$ cat src/rtl/pipeline_skid_reg.sv
// -----------------------------------------------------------------------------
// pipeline_skid_reg
//
// This is an elastic pipeline stage register with two entries, main and skid.
// It carries a packed payload between two pipeline stages, for example
// instr/PC/PC+4 between fetch and decode.
//
// in_ready comes straight from a flop: it is the inverse of the skid-valid bit.
// As a result, no combinational path runs from out_ready to in_ready, and none
// runs from in_valid to out_valid. A flush kills both entries on the next
// edge. Two saturating counters record stall cycles and effective flushes.
//
// Handshake: a beat moves on a channel on any rising edge where valid and
// ready are both 1. The sender holds valid and data until that edge. The
// sender must not make valid depend on ready.
//
// Ports
//   clk        in   rising-edge clock
//   rst        in   asynchronous active-high reset
//   flush      in   synchronous kill of all held entries
//   in_valid   in   upstream presents in_data
//   in_ready   out  stage can accept this cycle (registered)
//   in_data    in   upstream payload, WIDTH bits
//   out_valid  out  out_data holds a valid entry
//   out_ready  in   downstream accepts this cycle
//   out_data   out  main-entry payload, 0 when out_valid = 0
//   stall_cnt  out  saturating count of out_valid && !out_ready && !flush
//   flush_cnt  out  saturating count of flush cycles with a valid main entry
//   clr_cnt    in   synchronous clear of both counters (beats increment)
//   dbg_state  out  occupancy state {skid_valid, main_valid} for observation
// -----------------------------------------------------------------------------
module pipeline_skid_reg #(
    parameter int WIDTH     = 96,
    parameter int CNT_WIDTH = 16
) (
    input  logic                 clk,
    input  logic                 rst,
    input  logic                 flush,
    input  logic                 in_valid,
    output logic                 in_ready,
    input  logic [WIDTH-1:0]     in_data,
    output logic                 out_valid,
    input  logic                 out_ready,
    output logic [WIDTH-1:0]     out_data,
    output logic [CNT_WIDTH-1:0] stall_cnt,
    output logic [CNT_WIDTH-1:0] flush_cnt,
    input  logic                 clr_cnt,
    output logic [1:0]           dbg_state
);

    // The encoding is {skid_valid, main_valid}, so each valid bit is simply
    // one bit of the state register. 2'b10 (skid without main) is illegal.
    typedef enum logic [1:0] {
        ST_EMPTY = 2'b00,
        ST_BUSY  = 2'b01,
        ST_FULL  = 2'b11
    } state_t;

    localparam logic [CNT_WIDTH-1:0] CNT_MAX = '1;

    state_t               r_state;
    logic [WIDTH-1:0]     r_main_data;
    logic [WIDTH-1:0]     r_skid_data;
    logic [CNT_WIDTH-1:0] r_stall_cnt;
    logic [CNT_WIDTH-1:0] r_flush_cnt;

    logic w_main_valid;
    logic w_skid_valid;
    logic w_accept;
    logic w_xfer;
    logic w_stall;
    logic w_flush_hit;

    assign w_main_valid = r_state[0];
    assign w_skid_valid = r_state[1];

    assign w_accept    = in_valid && !w_skid_valid;
    assign w_xfer      = w_main_valid && out_ready;
    assign w_stall     = w_main_valid && !out_ready && !flush;
    assign w_flush_hit = flush && w_main_valid;

    // ---------------------------------------------------------------------
    // Occupancy FSM and data registers
    // ---------------------------------------------------------------------
    always_ff @(posedge clk or posedge rst) begin
        if (rst) begin
            r_state     <= ST_EMPTY;
            r_main_data <= '0;
            r_skid_data <= '0;
        end else if (flush) begin
            // A transfer in this cycle has already been sampled downstream.
            // An accept in this cycle belongs to the wrong path, so it is
            // dropped.
            r_state     <= ST_EMPTY;
            r_main_data <= '0;
            r_skid_data <= '0;
        end else begin
            case (r_state)
                ST_EMPTY: begin
                    if (w_accept) begin
                        r_main_data <= in_data;
                        r_state     <= ST_BUSY;
                    end
                end
                ST_BUSY: begin
                    if (w_accept && w_xfer) begin
                        r_main_data <= in_data;
                    end else if (w_accept) begin
                        // Downstream stalled while upstream still had a beat.
                        // Park that beat in skid, which drops in_ready.
                        r_skid_data <= in_data;
                        r_state     <= ST_FULL;
                    end else if (w_xfer) begin
                        r_state     <= ST_EMPTY;
                    end
                end
                ST_FULL: begin
                    if (w_xfer) begin
                        r_main_data <= r_skid_data;
                        r_skid_data <= '0;
                        r_state     <= ST_BUSY;
                    end
                end
                default: begin
                    r_state     <= ST_EMPTY;
                    r_main_data <= '0;
                    r_skid_data <= '0;
                end
            endcase
        end
    end

    // ---------------------------------------------------------------------
    // Saturating performance counters; clear beats increment
    // ---------------------------------------------------------------------
    always_ff @(posedge clk or posedge rst) begin
        if (rst) begin
            r_stall_cnt <= '0;
            r_flush_cnt <= '0;
        end else if (clr_cnt) begin
            r_stall_cnt <= '0;
            r_flush_cnt <= '0;
        end else begin
            if (w_stall && (r_stall_cnt != CNT_MAX)) begin
                r_stall_cnt <= r_stall_cnt + 1'b1;
            end
            if (w_flush_hit && (r_flush_cnt != CNT_MAX)) begin
                r_flush_cnt <= r_flush_cnt + 1'b1;
            end
        end
    end

    // ---------------------------------------------------------------------
    // Outputs: every one is a flop or a flop gated by a flop
    // ---------------------------------------------------------------------
    assign in_ready  = !w_skid_valid;
    assign out_valid = w_main_valid;
    assign out_data  = w_main_valid ? r_main_data : '0;
    assign stall_cnt = r_stall_cnt;
    assign flush_cnt = r_flush_cnt;
    assign dbg_state = r_state;

    // The skid entry can never hold data while the main entry is empty.
    a_no_orphan_skid: assert property (@(posedge clk) disable iff (rst)
        !(w_skid_valid && !w_main_valid));

endmodule

$ cat config.mk
export PLATFORM = sky130hd
export DESIGN_NAME = pipeline_skid_reg
export DESIGN_NICKNAME = d
export VERILOG_FILES = /design/src/rtl/pipeline_skid_reg.sv
export SDC_FILE = /design/constraint.sdc
export NUM_CORES = 1
export LEC_CHECK = 0
export CAP_MARGIN = 20
export CORE_MARGIN = 2
export CORE_UTILIZATION = 49
export DETAILED_ROUTE_END_ITERATION = 8
export HOLD_SLACK_MARGIN = 0.08
export PLACE_DENSITY = 0.88
export SLEW_MARGIN = 20
export SYNTH_ARGS = -nofsm -noshare
export SYNTH_HDL_FRONTEND = slang
export SYNTH_SLANG_ARGS = --single-unit
$ cat constraint.sdc
create_clock -name clk -period 17.1 [get_ports clk]
set_input_delay 3.42 -clock clk [delete_from_list [all_inputs] [get_ports clk]]
set_output_delay 3.42 -clock clk [all_outputs]
set_load 0.02 [all_outputs]
### Yosys cells after proc, flatten, opt, wreduce, memory -nomap -nowiden

Index checks and enable logic that the tools add are counted.

* register bits: 226
* output and inout port bits: 132
* logic and storage cells: 56

* add/subtract/negate cells: 2
* eq/ne operators: 11
* mux-type cells: 21
* reductions and logical operators: 17

Operators by type and width (count)
* $mux 96: 8
* $pmux 96 s3: 2
* $mux 16: 4
* $add 16x1->16 const B: 2
* $ne 16x16->1 const B: 2
* $ne 3x3->1 const B: 5
* $mux 2: 6
* $logic_and 1x1->1: 8
* $reduce_and 4->1: 2
* $pmux 2 s3: 1
* $ne 4x4->1 const B: 1
* $reduce_bool 2->1: 2
* $logic_not 1->1: 3
* $reduce_and 3->1: 1
* $eq 2x1->1 const B: 1
* $eq 2x2->1 const B: 1
* $logic_not 2->1: 1
* $ne 2x2->1 const B: 1

### Longest topological paths before layout

* depth in word-level cells: 6
* gate-level depth with buffers: 11

### Worst setup path before layout

No wires, ideal clock.

* path type: reg2out
* start: register r_state[0] (netlist: dbg_state[0])
* end: output out_data[58]
* arrival: 1516 ps
* path slack: 12164 ps
* stages on the path, launching flop included: 5
* cell sequence: dfrtp_1 -> clkbuf_1 -> clkbuf_1 -> clkbuf_1 -> and2_1

* longest elaborated chain between the ends: 1

RTL lines
* start: declaration: RTL line 61 `state_t r_state;`
* start signal: assignment: RTL line 87 `r_state <= ST_EMPTY;`
* start signal: assignment: RTL line 94 `r_state <= ST_EMPTY;`
* start signal: assignment: RTL line 102 `r_state <= ST_BUSY;`
* $mux 96: RTL line 158 `assign out_data = w_main_valid ? r_main_data : '0;`
* end: declaration: RTL line 44 `output logic [WIDTH-1:0] out_data,`

No other way between the ends.

### Worst setup path in the final report

* start: register r_state[0] (netlist: dbg_state[0])
* end: output out_data[57]

Same word-level chain as after synthesis.

==> qor.yml <==
outcome:
  outcome: "finished clean"
yosys:
  synth.mux.area_fraction_pct: 0.489
  avgSynthCellArea_um2: 9.20
  synth-adder-area-share_pct: 0.699
  synth_top_cells_by_area: "sky130_fd_sc_hd__dfrtp_1 (53%), sky130_fd_sc_hd__nand2_1 (10%), sky130_fd_sc_hd__a22oi_1 (6.8%)"
  synthArstFlopShare_pct: 100
  yosys.area.top_type: "sky130_fd_sc_hd__dfrtp_1"
  syn_inst: 1167
  synth_top_cell_area_share_pct: 52.7
  ffs_latches_synth: 226
  synth_seq_area_share_pct: 52.7
  syn-num-nets: 1275
  synth_simple_gate_area_share_pct: 21.3
  synth_cell_type_count: 40
  synth_top_family_by_area: "simple AND/OR/NAND/NOR gates"
  syn_area_mm2: 0.0107
  ys.flop_type: "sky130_fd_sc_hd__dfrtp_1"
  number_of_warnings_reported_in_the_yosys_synthesis_log: 0
  synth-xor-area-share_pct: 1.96
  synth-edff-count: 0
  compound_gate_fraction_of_synth_area_pct: 18.9
worst_hold_path:
  hp-class: "reg2reg"
  hold-path-endpoint: "r_main_data[93]"
  min_delay_path_depth: 2
  worstHoldStart: "r_main_data[93]"
floorplanning:
  design.die.area_mm2: 0.0231
  floorplan.core_area_mm2: 0.0217
  die_y_um: 152
  floorplan.die.width_um: 152
  placementRows: 54
  io_pins: 234
  initial_utilization_pct: 49.5
placement:
  numPortBuffers: 233
  dp_worst_setup_slack_ns: 10.97
  gp_congestion: 0.841
  detailed_place_hpwl_um: 17700
timing:
  timing.clock.skew_ns: 0.0175
  max_clock_freq_mhz: 160
  max-slew-margin-rel_pct: 30.8
  tightest_slew_ns: 1.04
  setup_ws_ns: 10.87
  final-hold-violation-count: 0
  min_period_ns: 6.23
  timing.setup.tns_ns: 0
  grt_setup_unrepaired: "no"
  final-max-slew-violation-count: 0
  final_min_period_over_clock_period_pct: 36.5
  setup_viol_count_final: 0
global_route:
  first_global_vias: 9077
  antenna_found_initial: 2
  grtUsageTotal_pct: 24.1
  grt.overflow.total: 0
  grt_start_max_net_pins: 160
  grt_first_pass_wirelength_um: 47000
pwr:
  clkPwrFrac_pct: 28.0
  cell_internal_pwr_mw: 1.20
  power.share.sequential_pct: 39.2
  power.ir.vdd_worst_v: 0.000118
  comb_power_share_pct: 32.8
  leakage_nw: 5.82
  power_density_mw_per_mm2: 134
  swShare_pct: 35.8
  switchingPower_uw: 672
worst_setup_path:
  rr_worst_depth: 8
  r2r_slack_ns: 13.17
  crit_path_max_fanout: 67
  path_delay_family: "buffers and inverters"
  start_kind: "register"
  kind_of_capture_point_of_the_worst_setup_path: "output pin"
  critical-path-slowest-cell: "sky130_fd_sc_hd__dfrtp_2"
  worst-endpoint-arrival_ns: 2.81
  critical_path_class: "reg2out"
  critPathMaxStageDelay_ns: 0.77
  reg2reg_from: "dbg_state[0]"
  crit_path_cell_trace: "buf_4, and2_1, clkdlybuf4s50_1"
  critPathRequiredTime_ns: 13.68
  cp.buffers_inverters: 2
  reg2reg_to: "r_main_data[29]"
drt:
  postRouteAntennaNets: 0
  routed_wirelength_um: 28100
  routed_via_density: 5.64
  detail_route.drc_violations: 0
  wl_per_cell_um: 17.2
  drt-initial-drc-count: 749
  detailedRoute.firstPassIterationCount: 5
  dr_total_vias: 9212
cts:
  post_cts_resize_count: 0
  ctsHoldBuffers: 0
  tritoncts: "yes"
  cts_made_buffers: 25
  cts.sink_count: 226
  h-tree-depth: 1
  clock_latency_ns: 0.52
  cts_post_setup_buffers_inserted: 0
  worst_setup_hold_path_clk_slew_ns: 0.06
  clock-root-buffer: "sky130_fd_sc_hd__clkbuf_16"
  cts-root-to-sink-buffers: 3
final_layout:
  n_fill_cell: 1739
  drive_above_1_share_pct: 4.74
  num-nets-final: 1442
  area.growth.synth_to_final_pct: 30.1
flow_run:
  max_cap_violations: 0
==> final cells by class <==
cell class	count	area, um^2	share of cell area, %
clock inverter	9	104	0.743
sequential	226	5660	40.5
multi-input combinational	835	4700	33.7
tap	280	350	2.51
clock buffer	34	689	4.93
antenna	2	5.00	0.0358
timing repair buffer	243	2440	17.5
inverter	3	23.8	0.170
==> power by group through the flow <==
stage | Combinational [mW] | Sequential (mW) | Clock, mW
5_1_grt | 0.679 | 0.752 | 0.556
4_1_cts | 0.619 | 0.735 | 0.535
2_1_floorplan | 0.412 | 0.716 | 0
3_3_place_gp | 0.595 | 0.737 | 0
3_5_place_dp | 0.618 | 0.744 | 0
6_report | 0.615 | 0.736 | 0.524
==> sequential cells by signal, summed over array words and instances (netlist names) <==
register,count
r_main_data,96
r_skid_data,96
flush_cnt,16
stall_cnt,16
dbg_state,2
==> cells in the mapped netlist (all sizes together), types with 3 or more instances <==
| master | instances |
|---|---|
| a21oi | 7 |
| a22oi | 97 |
| and2 | 97 |
| and3 | 7 |
| and4 | 4 |
| buf | 19 |
| clkbuf | 84 |
| dfrtp | 226 |
| ha | 6 |
| inv | 3 |
| mux2i | 3 |
| nand2 | 300 |
| nand3 | 16 |
| nand4 | 14 |
| nor2 | 33 |
| nor3 | 7 |
| nor4 | 5 |
| o21ai | 101 |
| o31ai | 96 |
| xnor2 | 11 |
| xor2 | 13 |
==> per-layer routing <==
layer / up-vias / GRT usage [%] / wire length, um / part of all wire [%]
li1: 4376 / - / - / -
met1: 4418 / 32.2 / 11800 / 42
met2: 346 / 39.4 / 13600 / 49
met3: 72 / 3.74 / 1630 / 5.8
met4: 0 / 10.3 / 1050 / 3.7
met5: - / 0 / 0 / 0
==> cell families after synthesis <==
logic type,after synthesis
xor+xnor,24
flops,226
fa+ha+maj,6
compound gates,306
mux,5
buf+inv,106
simple gates,494
==> cells in the final DEF, fill, tap and decap left out, types with 2 or more instances in the layout <==
cell type and instances:
sky130_fd_sc_hd__nand2b_1 2, sky130_fd_sc_hd__and2_1 97, sky130_fd_sc_hd__a21oi_1 5, sky130_fd_sc_hd__a31oi_1 2, sky130_fd_sc_hd__nand4_1 14, sky130_fd_sc_hd__mux2_2 2, sky130_fd_sc_hd__xnor2_1 11, sky130_fd_sc_hd__a21oi_4 2
sky130_fd_sc_hd__a22oi_1 97, sky130_fd_sc_hd__clkinv_2 4, sky130_fd_sc_hd__nor4_1 2, sky130_fd_sc_hd__or2_4 2, sky130_fd_sc_hd__and4_1 4, sky130_fd_sc_hd__clkbuf_16 25, sky130_fd_sc_hd__nor4_2 2, sky130_fd_sc_hd__ha_1 5
sky130_fd_sc_hd__o31ai_1 96, sky130_fd_sc_hd__and3_1 7, sky130_fd_sc_hd__inv_1 2, sky130_fd_sc_hd__clkbuf_1 6, sky130_fd_sc_hd__diode_2 2, sky130_fd_sc_hd__o21ai_0 101, sky130_fd_sc_hd__xor2_1 13, sky130_fd_sc_hd__dfrtp_1 225
sky130_fd_sc_hd__nand2_1 300, sky130_fd_sc_hd__clkinvlp_4 2, sky130_fd_sc_hd__clkdlybuf4s50_1 232, sky130_fd_sc_hd__buf_4 8, sky130_fd_sc_hd__buf_16 2, sky130_fd_sc_hd__nand3_1 16, sky130_fd_sc_hd__mux2i_1 3, sky130_fd_sc_hd__nor3_1 7
sky130_fd_sc_hd__nor2_1 33, sky130_fd_sc_hd__bufinv_16 2, sky130_fd_sc_hd__clkbuf_8 3
==> worst min-delay path, cell delays in order (launching register included) <==
cell and delay [ns]:
sky130_fd_sc_hd__dfrtp_1 0.33, sky130_fd_sc_hd__nand2_1 0.05, sky130_fd_sc_hd__o31ai_1 0.05
==> through the flow <==
| step | hold slack (ns) | std cells | total power [mW] | utilization, % | cell area [um^2] |
|---|---|---|---|---|---|
| 2_1_floorplan | 0.440 | 1167 | 1.13 | - | 10700 |
| 3_3_place_gp | 0.453 | 1585 | 1.33 | 60.5 | 13100 |
| 3_5_place_dp | 0.458 | 1587 | 1.36 | 60.8 | 13200 |
| 4_1_cts | 0.471 | 1630 | 1.89 | 64.4 | 14000 |
| 5_1_grt | 0.491 | 1632 | 1.99 | 64.4 | 14000 |
| 6_report | 0.468 | 1632 | 1.88 | 64.4 | 14000 |
==> how the worst max path moves through the flow <==
stage,endpoint,depth (start not counted),slack (ns),start
global route,out_data[57],3,10.71,dbg_state[0]
floorplan,dbg_state[0],1,7.49,rst
CTS,out_data[78],3,10.83,dbg_state[0]
global placement,r_skid_data[37],5,11.09,flush
finish,out_data[57],3,10.87,dbg_state[0]
detailed placement,r_skid_data[47],5,10.97,flush
(Power assumes the default switching activity.)
